--- config.mk ---
export PLATFORM = sky130hd
export DESIGN_NAME = avalon_arbiter
export DESIGN_NICKNAME = d
export VERILOG_FILES = /design/src/rtl/avalon_arbiter.sv
export SDC_FILE = /design/constraint.sdc
export NUM_CORES = 1
export LEC_CHECK = 0
export ABC_AREA = 1
export ABC_CLOCK_PERIOD_IN_PS = 2000
export BUFFER_PORTS_ARGS = -buffer_cell sky130_fd_sc_hd__buf_4
export CORE_AREA = 5 5 69 77
export CTS_BUF_LIST = sky130_fd_sc_hd__clkbuf_8
export CTS_CLUSTER_DIAMETER = 40
export DETAILED_ROUTE_END_ITERATION = 8
export DIE_AREA = 0 0 74 82
export GPL_TIMING_DRIVEN = 0
export HOLD_SLACK_MARGIN = 0.02
export PLACE_DENSITY = 0.79
export SLEW_MARGIN = 20
export SYNTH_ARGS = -nofsm -noshare
export SYNTH_HDL_FRONTEND = slang
export SYNTH_SLANG_ARGS = --single-unit
export TNS_END_PERCENT = 100
--- constraint.sdc ---
create_clock -name clk -period 2 [get_ports clk]
set_input_delay 0.4 -clock clk [delete_from_list [all_inputs] [get_ports clk]]
set_output_delay 0.4 -clock clk [all_outputs]
set_load 0.02 [all_outputs]
--- src/rtl/avalon_arbiter.sv ---
// Two-master round-robin arbiter in front of one Avalon-MM pipelined slave.
// Commands are serialized through an IDLE/BUSY handshake. A small in-order tag
// FIFO remembers which master issued each accepted read, so every readdatavalid
// beat is steered back to its issuer.
module avalon_arbiter #(
    parameter int unsigned NBDATABYTES = 2,
    parameter int unsigned NBADDRBITS  = 8,
    parameter int unsigned MAXPENDING  = 4
) (
    input  logic                     clk,
    input  logic                     rst,
    // master 0
    input  logic [NBADDRBITS-1:0]    m0_address,
    input  logic [NBDATABYTES-1:0]   m0_byteenable,
    input  logic                     m0_read,
    input  logic                     m0_write,
    input  logic [8*NBDATABYTES-1:0] m0_writedata,
    output logic                     m0_waitrequest,
    output logic [8*NBDATABYTES-1:0] m0_readdata,
    output logic                     m0_readdatavalid,
    // master 1
    input  logic [NBADDRBITS-1:0]    m1_address,
    input  logic [NBDATABYTES-1:0]   m1_byteenable,
    input  logic                     m1_read,
    input  logic                     m1_write,
    input  logic [8*NBDATABYTES-1:0] m1_writedata,
    output logic                     m1_waitrequest,
    output logic [8*NBDATABYTES-1:0] m1_readdata,
    output logic                     m1_readdatavalid,
    // shared slave
    output logic [NBADDRBITS-1:0]    s_address,
    output logic [NBDATABYTES-1:0]   s_byteenable,
    output logic                     s_read,
    output logic                     s_write,
    output logic [8*NBDATABYTES-1:0] s_writedata,
    input  logic                     s_waitrequest,
    input  logic [8*NBDATABYTES-1:0] s_readdata,
    input  logic                     s_readdatavalid,
    output logic                     protocol_err
);

    localparam int unsigned DW   = 8 * NBDATABYTES;
    localparam int unsigned PTRW = (MAXPENDING > 1) ? $clog2(MAXPENDING) : 1;
    localparam int unsigned CNTW = $clog2(MAXPENDING + 1);
    localparam logic [CNTW-1:0] MAX_CNT  = CNTW'(MAXPENDING);
    localparam logic [PTRW-1:0] LAST_PTR = PTRW'(MAXPENDING - 1);

    typedef enum logic {StIdle, StBusy} state_e;

    state_e                r_state, w_state_next;
    logic                  r_grant, w_grant_next;
    logic                  r_rr_ptr, w_rr_next;
    logic [MAXPENDING-1:0] r_tags;
    logic [PTRW-1:0]       r_rd_ptr, r_wr_ptr;
    logic [CNTW-1:0]       r_count;
    logic                  r_err;

    logic                  w_busy, w_not_full, w_empty;
    logic                  w_elig0, w_elig1;
    logic                  w_g_read, w_g_write;
    logic [NBADDRBITS-1:0] w_g_address;
    logic [NBDATABYTES-1:0] w_g_byteenable;
    logic [DW-1:0]         w_g_writedata;
    logic                  w_s_read, w_s_write;
    logic                  w_accept, w_push, w_pop, w_head;

    function automatic logic [PTRW-1:0] ptr_inc(input logic [PTRW-1:0] p);
        return (p == LAST_PTR) ? '0 : p + 1'b1;
    endfunction

    assign w_busy     = (r_state == StBusy);
    assign w_empty    = (r_count == '0);
    // Eligibility looks only at the registered count: a same-cycle pop does not free a slot.
    assign w_not_full = (r_count != MAX_CNT);
    assign w_elig0    = m0_write | (m0_read & w_not_full);
    assign w_elig1    = m1_write | (m1_read & w_not_full);

    assign w_g_read       = r_grant ? m1_read       : m0_read;
    assign w_g_write      = r_grant ? m1_write      : m0_write;
    assign w_g_address    = r_grant ? m1_address    : m0_address;
    assign w_g_byteenable = r_grant ? m1_byteenable : m0_byteenable;
    assign w_g_writedata  = r_grant ? m1_writedata  : m0_writedata;

    // Read+write together is forwarded as a write only.
    assign w_s_read  = w_busy & w_g_read & ~w_g_write;
    assign w_s_write = w_busy & w_g_write;
    assign w_accept  = (w_s_read | w_s_write) & ~s_waitrequest;
    assign w_push    = w_accept & w_s_read;
    assign w_pop     = s_readdatavalid & ~w_empty;
    assign w_head    = r_tags[r_rd_ptr];

    // Arbitration and command-phase next-state logic.
    always_comb begin
        w_state_next = r_state;
        w_grant_next = r_grant;
        w_rr_next    = r_rr_ptr;
        unique case (r_state)
            StIdle: begin
                if (w_elig0 && w_elig1) begin
                    w_grant_next = r_rr_ptr;
                end else if (w_elig0) begin
                    w_grant_next = 1'b0;
                end else if (w_elig1) begin
                    w_grant_next = 1'b1;
                end
                if (w_elig0 || w_elig1) begin
                    w_state_next = StBusy;
                end
            end
            StBusy: begin
                if (w_accept) begin
                    w_state_next = StIdle;
                    w_rr_next    = ~r_grant;
                end else if (!w_g_read && !w_g_write) begin
                    // Granted master withdrew: release without issuing anything.
                    w_state_next = StIdle;
                end
            end
            default: w_state_next = StIdle;
        endcase
    end

    // State, grant and round-robin pointer registers.
    always_ff @(posedge clk) begin
        if (rst) begin
            r_state  <= StIdle;
            r_grant  <= 1'b0;
            r_rr_ptr <= 1'b0;
        end else begin
            r_state  <= w_state_next;
            r_grant  <= w_grant_next;
            r_rr_ptr <= w_rr_next;
        end
    end

    // In-order tag FIFO of outstanding read owners.
    always_ff @(posedge clk) begin
        if (rst) begin
            r_tags   <= '0;
            r_rd_ptr <= '0;
            r_wr_ptr <= '0;
            r_count  <= '0;
        end else begin
            if (w_push) begin
                r_tags[r_wr_ptr] <= r_grant;
                r_wr_ptr         <= ptr_inc(r_wr_ptr);
            end
            if (w_pop) begin
                r_rd_ptr <= ptr_inc(r_rd_ptr);
            end
            if (w_push && !w_pop) begin
                r_count <= r_count + 1'b1;
            end else if (!w_push && w_pop) begin
                r_count <= r_count - 1'b1;
            end
        end
    end

    // Sticky protocol error: read+write together, or return beat with nothing outstanding.
    always_ff @(posedge clk) begin
        if (rst) begin
            r_err <= 1'b0;
        end else if ((w_busy && w_g_read && w_g_write) || (s_readdatavalid && w_empty)) begin
            r_err <= 1'b1;
        end
    end

    // Slave command mux, master stalls and combinational read return.
    always_comb begin
        s_address        = '0;
        s_byteenable     = '0;
        s_writedata      = '0;
        s_read           = w_s_read;
        s_write          = w_s_write;
        m0_waitrequest   = 1'b1;
        m1_waitrequest   = 1'b1;
        m0_readdata      = s_readdata;
        m1_readdata      = s_readdata;
        m0_readdatavalid = w_pop & ~w_head;
        m1_readdatavalid = w_pop & w_head;
        protocol_err     = r_err;
        if (w_busy) begin
            s_address    = w_g_address;
            s_byteenable = w_g_byteenable;
            s_writedata  = w_g_writedata;
            if (r_grant) begin
                m1_waitrequest = s_waitrequest;
            end else begin
                m0_waitrequest = s_waitrequest;
            end
        end
    end

endmodule

Word level (Yosys, flattened, before mapping)
Index checks and enable logic that the tools add are counted.

operators by class
  add/sub/neg operators = 4
  $lt $le $gt $ge = 3
  equality and inequality tests = 3
  mux-type cells = 28
  bitwise gates (word level) = 19
  reductions and logical operators = 19

operator list
  kind                 count
  $mux 16              2
  $mux 8               2
  $mux 1               14
  $and 1x1->1          10
  $logic_and 1x1->1    8
  $mux 2               4
  $lt 2x3->1 const B   2
  $mux 3               2
  $not 1->1            6
  $add 2x1->2 const B  2
  $bwmux 4             1
  $eq 2x2->1 const B   2
  $logic_not 1->1      4
  $reduce_and 2->1     2
  $add 3x1->3 const B  1
  $logic_not 3->1      1
  $ne 3x3->1 const B   1
  $or 1x1->1           3
  $reduce_bool 3->1    1
  $sub 3x1->3 const B  1
  $bmux 1 s2           1
  $demux 1 s2          1
  $ge 2x1->1 const B   1
  $logic_or 1x1->1     2
  other kinds (2)      2

storage, ports and cells
  bits in registers = 15
  input port bits = 76
  logic and storage cells = 84

Logic depth before layout (Yosys ltp)
Gate-level depths: netlist (run 1).

  word-level depth = 10
  mapped depth = 13

Worst setup path before layout (run 1)
OpenSTA, ideal clock, no wires.

  path kind = register to register
  start = register r_grant
  end = register r_count[2]
  setup time = 0.122 ns
  data arrival time = 1.845 ns
  data required time = 1.878 ns
  path slack = 0.033 ns
  cell stages (with the launch flop) = 14
  period minus slack after synthesis = 1.967 ns
  cell sequence = dfxtp_1 buf_6 nand2_4 o21ai_2 nor2_4 nand3_4 inv_2 ha_1 inv_1 fa_1 a21oi_1 o21ai_0 o21ai_0 a21oi_1

between the ends
  longest elaborated chain between the ends = 9
  elaborated cells on any way between the ends = 14

ends and longest elaborated chain
  item                                             RTL line  text
  from (decl)                                      51        logic r_grant, w_grant_next;
  from (signal assigned)                           131       r_grant <= w_grant_next;
  $mux 1 (on tied branches)                        78, 79
  $and 1x1->1 / $not 1->1 (equally long branches)  85        assign w_s_read = w_busy & w_g_read & ~w_g_write;
  $and 1x1->1                                      85
  $or 1x1->1                                       87        assign w_accept = (w_s_read | w_s_write) & ~s_waitrequest;
  $and 1x1->1                                      87
  $and 1x1->1 *                                    88        assign w_push = w_accept & w_s_read;
  net w_push                                       65        logic w_accept, w_push, w_pop, w_head;
  $logic_not 1->1                                  153       end else if (!w_push && w_pop) begin
  $logic_and 1x1->1                                153
  $reduce_bool 2->1 (no line)                      n/a
  to (signal assigned)                             152       r_count <= r_count + 1'b1;
  to (signal assigned)                             154       r_count <= r_count - 1'b1;
  to (decl)                                        55        logic [CNTW-1:0] r_count;

Mark *: on every way through the listed nets, which the timed path passes. The rest lies on a longest branch.
A chain may end at the register's enable or synchronous reset.

Worst setup path after layout (run 1)
Same ends and word-level chain as after synthesis.

==> results of run 1 <==
==> Yosys cell counts (all sizes together) <==
library cell   n  area [µm²]
buf           37         272
nand2         33         134
a22o          26         228
inv           22        82.6
nor2          17        71.3
dfxtp         15         300
a21oi         14        81.3
o21ai          8        55.1
ha             6        75.1
nand3          4        32.5
nand4          4        25.0
a22oi          1        7.51
a31oi          1        6.26
and3           1        6.26
clkbuf         1        3.75
clkinv         1        3.75
fa             1        20.0
nor3           1        5.00
==> worst max-delay path by stage <==
stage,startpoint,end,slack (ns),cells after the start
2_1_floorplan,r_grant,r_count[2],0.03,13
3_3_place_gp,m1_read,r_count[2],-0.16,14
3_5_place_dp,m1_read,r_count[2],-0.21,14
4_1_cts,r_grant,r_count[2],0.02,13
5_1_grt,r_grant,r_count[2],-0.06,13
6_report,r_grant,r_count[2],0.08,13
==> cell families (layout without fill, tap and decap cells) <==
kind of cell	count (synthesis)	count (layout)	synth area share [%]
adders and majority gates	7	7	6.75
DFF	15	15	21.3
AOI/OAI and AO/OA	50	50	26.8
and+or+nand+nor	60	60	19.4
buffers and inverters	61	197	25.7
==> state kept, by name, indices dropped and copies added, names as in the netlist <==
signal,flops
r_state,1
r_grant,1
r_count,3
r_wr_ptr,2
r_rd_ptr,2
protocol_err,1
r_tags,4
r_rr_ptr,1
==> per-layer routing <==
layer | GRT usage, % | share of wire [%]
met5 | 0 | 0
met4 | 6.34 | 2.0
met3 | 6.12 | 13
met2 | 32.9 | 53
met1 | 16.3 | 31
==> timing repair <==
item	in CTS	in global routing
buffers inserted	7	2
endpoints found under the hold margin	0	0
pin swaps	5	7
setup endpoints to repair	1	12
gates resized for setup	7	12
==> final cells by class <==
| type | count | area, µm² |
|---|---|---|
| fillers | 412 | 1960 |
| repair buffers | 132 | 991 |
| multi-input cells | 117 | 782 |
| flip-flops and latches | 15 | 303 |
| plain buffers | 38 | 280 |
| inverters | 23 | 91.3 |
| well taps | 56 | 70.1 |
| clock buffers | 3 | 41.3 |
| clock inverters | 1 | 3.75 |
==> power by group through the flow <==
| stage | logic [mW] | clock network, mW | registers, mW |
|---|---|---|---|
| floorplan | 0.486 | 0 | 0.393 |
| global placement | 0.802 | 0 | 0.390 |
| detailed placement | 0.819 | 0 | 0.394 |
| CTS | 0.857 | 0.255 | 0.388 |
| global route | 0.973 | 0.275 | 0.404 |
| finish | 0.888 | 0.250 | 0.394 |
==> worst max-delay path, stage by stage, from the launching register on <==
cell	delay, ns
dfxtp_2	0.32
buf_6	0.13
nand2_4	0.06
o21ai_4	0.07
nor2_4	0.11
nand3_4	0.09
inv_4	0.08
ha_4	0.13
inv_4	0.04
fa_2	0.35
a21oi_2	0.16
o21ai_2	0.07
o21ai_1	0.13
a21oi_1	0.05
==> layout by cell type, fill, tap and decap left out, types with 2 or more instances in the layout <==
cell	n
inv_1	18
clkbuf_8	3
nand2_2	2
a21oi_2	4
nand3_1	3
buf_2	2
a21oi_1	10
ha_1	5
dfxtp_2	2
inv_4	2
nand2_1	30
a22o_1	26
nand4_1	4
nor2_1	15
o21ai_0	4
o21ai_4	2
buf_4	165
dfxtp_1	13
inv_2	3
==> flow_summary.ini, run 1 <==
[routing]
wl_per_cell_um = 14.2
drt_iter0_markers = 34
num_vias = 1758
first_pass_iters = 4
wl_um = 5480
viasPerCell = 4.57
drc = 0
antenna_left = 0

[clock_network]
holdBufCountCts = 0
clock_latency_ns = 0.26
clkTransAtPathRegs_ns = 0.06
htreeDepth = 1
root_buffer = clkbuf_8
clockBufferDepth = 2
cts_tree = yes
numCtsBuffers = 3
clock-sinks = 15

[timing]
max_slew_margin_pct = 72.6
hold_viol = 0
layout_setup_ws_ns = 0.0811
fin_skew_ns = 0.00655
min_period_ns = 1.92
min_period_over_period_pct = 95.9
fin_setup_tns_ns = 0
rsz0062_at_grt = yes
fmax_mhz = 521
holdWs_ns = 0.412
setup_violations = 0
worst_pin_slew_ns = 0.411
slew_violations = 0

[global_routing]
grt_max_degree = 11
grt_antenna_before_repair = 0
grt_usage_pct = 17.1
grt_overflow = 0
grt_pass1_wl_um = 8040
first_global_vias = 1672

[setup_path]
critPathLaunchType = flip-flop
path_class = flip-flop to flip-flop
r2r_cells = 13
reg2reg_to = r_count[2]
worstPathArrival_ns = 2.06
r2r_start = r_grant
end_kind = flip-flop
critical_path_peak_fanout = 7
worst-r2r-setup-slack_ns = 0.08
required_ns = 2.14

[die]
boundaryPins = 141
initial_utilization_pct = 31.2
num_rows = 26
fp.dieW_um = 74
core_um2 = 4520
die_h_um = 82
design.die.area_um2 = 6070

[finish]
final_layout_size_suffix_gt1_share_pct = 59.0
final_cells = 385
diodes = 0
num-nets-final = 413
syn_to_final_growth_pct = 81.9
final_core_util_pct = 56.7
fin_area_um2 = 2560

[synth]
synthDistinctLibCells = 28
yosys_warnings = 0
synthCells = 193
ys_seq_elements = 15
yosysSeqAreaShare_pct = 21.3
syn_area_per_cell_um2 = 7.30
netlist_area_um2 = 1410
synthesis.nets = 276

[run]
drv_cap = 0

[place]
gp_congestion = 0.805
port_buffers = 123
dp_cells = 372
pre_cts_ws_ns = -0.214
post-dp-hpwl_um = 4570
placed_area_um2 = 2400

[worst_hold_path]
hold_path.class = primary input to flip-flop
min_to = r_state
min_from = s_waitrequest
min_path_cells = 3

[pwr]
leakage_nw = 1.39
p_clk_share_pct = 16.3
p_int_mw = 0.913
p_sw_share_pct = 40.4
finalPower_mw = 1.53
p_switching_mw = 0.620
ir_drop_mv = 0.678
power_density_nw_per_um2 = 598
p_comb_share_pct = 57.9
p_seq_share_pct = 25.7

[outcome]
status = complete, no violations
No activity file was read; power rests on OpenSTA's default activity.
==> run 2: changes to the inputs <==
Settings changed: ABC_AREA 1 to unset, CORE_AREA 5 5 69 77 to 5 5 70 78, DIE_AREA 0 0 74 82 to 0 0 75 83, PLACE_DENSITY 0.79 to 0.81.
==> flow_summary.ini, run 2 <==
[outcome]
status = finished with violations
violations = negative setup slack

[setup_path]
path_cells = buf_6 -> and4b_1 -> buf_6 -> o21a_4 -> ha_4 -> inv_2 -> fa_2 -> xor2_1 -> or3_1 -> a21oi_1
crit_slowest_cell = dfxtp_2
cp.depth = 10
critPathLaunchType = flip-flop
critical_path_peak_fanout = 2
required_ns = 2.19
worstPathArrival_ns = 2.23
crit_top_cell = buf_6
end_kind = flip-flop
cp_top_family = simple AND/OR/NAND/NOR gates
path_class = flip-flop to flip-flop
cp_num_buf_inv = 3
r2r_cells = 10
critPathMaxStageDelay_ns = 0.33

[finish]
final_layout_size_suffix_gt1_share_pct = 58.3
diodes = 0
register_area_um2 = 305
top_regs = r_tags x4, r_count x3
multi_input_area_um2 = 972
num-nets-final = 405
syn_to_final_growth_pct = 73.2
fillers = 410
largest_reg_flops = 4
largest-register = r_tags
layout_commonest_cell = buf_4
fin_area_um2 = 2700
final_cell_mix = buf_4, nor2_1, mux2i_1, dfxtp_1, nand2_1

[synth]
synthCells = 189
synth.most_common_cell = nor2_1
synth_area_leaders = mux2i_1, dfxtp_1, buf_4, nor2_1, ha_1
synth_top_area_share_pct = 21.2
synthFlopType = dfxtp_1
yosysSeqAreaShare_pct = 19.3
ys_top_cells_by_count = nor2_1, mux2i_1, buf_4, dfxtp_1
netlist_area_um2 = 1560
async_flop_share_pct = 0
yosys_warnings = 0
synthesis.nets = 272
syn_area_per_cell_um2 = 8.24
ys_seq_elements = 15
synthDistinctLibCells = 39
synth_edf_count = 0
synth_top_area_cell = mux2i_1

[clock_network]
clockBufferDepth = 2
clkTransAtPathRegs_ns = 0.07
clock_latency_ns = 0.26
root_buffer = clkbuf_8
clock-sinks = 15
numCtsBuffers = 3
htreeDepth = 1
cts_tree = yes

[global_routing]
first_global_vias = 1835
grt_usage_pct = 16.4
grt_antenna_before_repair = 0
grt_max_degree = 14
grt_overflow = 0
grt_pass1_wl_um = 8170

[pwr]
p_comb_share_pct = 60.0
p_int_mw = 0.996
p_sw_share_pct = 40.5
p_switching_mw = 0.678
power_density_nw_per_um2 = 621
ir_drop_mv = 0.324
p_clk_share_pct = 15.5
leakage_nw = 1.36
finalPower_mw = 1.67
p_seq_share_pct = 24.6

[timing]
min_period_ns = 2.04
worst_pin_slew_ns = 0.549
min_period_over_period_pct = 102
layout_setup_ws_ns = -0.0379
max_slew_margin_pct = 63.4
fin_skew_ns = 0.00990
rsz0062_at_grt = yes
fmax_mhz = 491
slew_violations = 0
hold_viol = 0
setup_violations = 1

[routing]
drt_iter0_markers = 34
wl_per_cell_um = 14.0
antenna_left = 0
wl_um = 5300
drc = 0
viasPerCell = 4.69
num_vias = 1768
first_pass_iters = 4

[place]
gp_congestion = 0.717
port_buffers = 124
placed_area_um2 = 2570
post-dp-hpwl_um = 4440

[die]
die_h_um = 83
fp.dieW_um = 75
design.die.area_um2 = 6230
num_rows = 26
initial_utilization_pct = 34.0
boundaryPins = 141
core_um2 = 4590

[run]
drv_cap = 0

[worst_hold_path]
hold_path.class = primary input to flip-flop
min_path_cells = 2
## run 2: cell types whose count changed after synthesis, moves of 4 or more
| cell | delta |
|---|---|
| a21oi_1 | -7 |
| a22o_1 | -26 |
| inv_1 | -14 |
| mux2i_1 | +33 |
| nand2_1 | -24 |
| nand4_1 | -4 |
| nor2_1 | +19 |
| nor3_1 | +4 |
| o211ai_1 | +4 |
| o21ai_0 | -4 |
## run 2: cell type report
type	instances	share of cell area [%]
Inverter	6	0.835
Tap cell	56	2.60
Timing Repair Buffer	129	35.9
Clock buffer	3	1.53
Buffer	41	11.5
Sequential cell	15	11.3
Clock inverter	1	0.278
Multi-Input combinational cell	126	36.0
## run 2: repair_timing
item | CTS | global route
endpoints found under the setup margin | 22 | 18
hold buffers | 0 | 0
buffers inserted | 5 | 0
pin swaps | 4 | 1
resized for setup | 11 | 2
## run 2: per-layer routing
| layer | global-route usage, % | up-vias | part of all wire (%) |
|---|---|---|---|
| met2 | 32.3 | 79 | 56 |
| li1 | - | 887 | - |
| met5 | 0 | - | 0 |
| met1 | 16.0 | 800 | 34 |
| met4 | 3.40 | 0 | 0.43 |
| met3 | 4.71 | 2 | 10 |
## run 2: final timing paths
kind	start	slack, ns	endpoint
worst max-delay path	r_grant	-0.04	r_count[2]
worst min-delay path	s_waitrequest	0.44	r_state
worst max register to register	r_grant	-0.04	r_count[2]
worst min register to register	r_tags[3]	0.47	r_tags[3]
## run 2: per-stage QoR
step | hold slack, ns | TNS (ns) | setup WS [ns] | cells | util, %
2_1_floorplan | 0.432 | -0.125 | -0.125 | 189 | -
3_3_place_gp | 0.446 | -0.535 | -0.389 | 369 | 56.0
3_5_place_dp | 0.458 | -0.647 | -0.450 | 369 | 56.0
4_1_cts | 0.436 | -0.0374 | -0.0374 | 377 | 58.7
5_1_grt | 0.448 | -0.141 | -0.141 | 377 | 58.8
6_report | 0.443 | -0.0379 | -0.0379 | 377 | 58.8
## run 2: kinds of logic (layout without fill, tap and decap cells)
logic type	count (synthesis)	count (layout)	share of synthesized area [%]
XOR/XNOR	2	2	1.12
flip-flops	15	15	19.3
adder cells (fa/ha/maj)	7	7	6.10
multiplexers	35	35	23.4
AO/OA/AOI/OAI	21	21	11.0
AND/OR/NAND/NOR	61	61	18.8
buffers and inverters	48	180	20.3
## run 2: power groups by stage
| stage | clock network, mW | registers (mW) | logic (mW) |
|---|---|---|---|
| 6_report | 0.259 | 0.411 | 1.00 |
| 2_1_floorplan | 0 | 0.407 | 0.593 |
| 3_5_place_dp | 0 | 0.411 | 0.972 |
| 3_3_place_gp | 0 | 0.407 | 0.953 |
| 4_1_cts | 0.265 | 0.411 | 1.01 |
| 5_1_grt | 0.284 | 0.421 | 1.08 |
==> run 3: changes to the inputs <==
Settings changed: PLACE_DENSITY 0.81 to 0.78, SLEW_MARGIN 20 to 25.
==> flow_summary.ini, run 3 (synthesis results as in run 2) <==
[outcome]
status = finished with violations
violations = negative setup slack

[routing]
viasPerCell = 4.63
drt_iter0_markers = 57
num_vias = 1753
wl_per_cell_um = 13.6
drc = 0
first_pass_iters = 4
wl_um = 5150
antenna_left = 0

[setup_path]
end_kind = flip-flop
required_ns = 2.18
critPathLaunchType = flip-flop
critical_path_peak_fanout = 2
path_class = flip-flop to flip-flop
worstPathArrival_ns = 2.19

[timing]
fmax_mhz = 497
fin_setup_tns_ns = -0.0133
slew_violations = 0
rsz0062_at_grt = yes
layout_setup_ws_ns = -0.0133
setup_violations = 1
hold_viol = 0
fin_skew_ns = 0.00318
min_period_ns = 2.01
min_period_over_period_pct = 101
max_slew_margin_pct = 63.1
worst_pin_slew_ns = 0.553

[global_routing]
grt_usage_pct = 16.2
grt_pass1_wl_um = 8250
grt_antenna_before_repair = 0
grt_max_degree = 11
first_global_vias = 1924
grt_overflow = 0

[clock_network]
cts_tree = yes
clockBufferDepth = 2
clkTransAtPathRegs_ns = 0.06
htreeDepth = 1
root_buffer = clkbuf_8
clock_latency_ns = 0.25
numCtsBuffers = 3
holdBufCountCts = 0
clock-sinks = 15

[finish]
syn_to_final_growth_pct = 74.1
final_cells = 379
fillers = 426
num-nets-final = 407
multi_input_area_um2 = 976
register_area_um2 = 305
final_layout_size_suffix_gt1_share_pct = 58.5
largest-register = r_tags
largest_reg_flops = 4
diodes = 0
final_cell_mix = buf_4, nor2_1, mux2i_1, dfxtp_1, nand2_1
top_regs = r_tags x4, r_count x3
layout_commonest_cell = buf_4

[place]
post-dp-hpwl_um = 4320
dp_cells = 369
gp_congestion = 0.727
port_buffers = 124

[die]
initial_utilization_pct = 34.0
boundaryPins = 141
core_um2 = 4590
die_h_um = 83
design.die.area_um2 = 6230
num_rows = 26
fp.dieW_um = 75

[pwr]
ir_drop_mv = 0.287
leakage_nw = 1.38
power_density_nw_per_um2 = 614

[run]
drv_cap = 0

[worst_hold_path]
hold_path.class = primary input to flip-flop
==> run 3: cell types whose count changed in the layout (fill, tap and decap cells not counted) <==
| cell | delta |
|---|---|
| a21oi_2 | +1 |
| inv_1 | +1 |
| clkbuf_4 | -1 |
| buf_4 | +3 |
| a21oi_1 | -1 |
| clkinvlp_4 | -1 |
==> run 3: power breakdown <==
group / internal, mW / switching (mW) / total (mW)
registers: 0.348 / 0.0641 / 0.412
clock network: 0.136 / 0.105 / 0.241
logic: 0.519 / 0.496 / 1.01
total: 1.00 / 0.664 / 1.67
==> run 3: final timing paths <==
kind            startpoint          to  slack [ns]  depth (start not counted)
max                r_grant  r_count[2]       -0.01                         10
min          s_waitrequest     r_state        0.44                          2
max reg2reg        r_grant  r_count[2]       -0.01                         10
min reg2reg      r_tags[2]   r_tags[2]        0.47                          2
==> run 3: worst max-delay path: stages, from the launching register on <==
cell,delay (ns)
dfxtp_2,0.33
buf_6,0.09
and4b_1,0.19
buf_6,0.10
o21a_4,0.14
ha_4,0.15
inv_2,0.04
fa_2,0.32
xor2_1,0.15
or3_1,0.32
a21oi_2,0.12
==> run 3: layer usage <==
layer | GRT usage [%] | up-vias | share of wire [%]
met4 | 1.62 | 0 | 0.23
li1 | - | 888 | -
met5 | 0 | - | 0
met3 | 5.31 | 2 | 11
met1 | 17.1 | 776 | 34
met2 | 31.0 | 87 | 55
==> run 3: stage by stage <==
stage          total power, mW  area [µm²]  setup slack (ns)  hold slack [ns]  utilization [%]
2_1_floorplan             1.00        1570            -0.125            0.432                -
3_3_place_gp              1.36        2570            -0.391            0.448             56.0
3_5_place_dp              1.38        2570            -0.438            0.455             56.0
4_1_cts                   1.67        2710         -0.000217            0.436             59.0
5_1_grt                   1.78        2710            -0.136            0.448             59.1
6_report                  1.67        2710           -0.0133            0.438             59.1
==> run 3: timing repair <==
action                                  CTS  global route
hold endpoints to repair                  0             0
setup buffers                             7             0
endpoints found under the setup margin   11            28
gates resized for setup                  11             4
pin swaps                                 3             0
==> run 3: cell type report <==
class,instances,share of cell area [%]
flip-flops and latches,15,11.3
repair buffers,131,36.3
well taps,56,2.58
clock inverters,1,0.138
clock buffers,3,1.52
plain buffers,41,11.4
multi-input cells,126,36.0
inverters,6,0.830
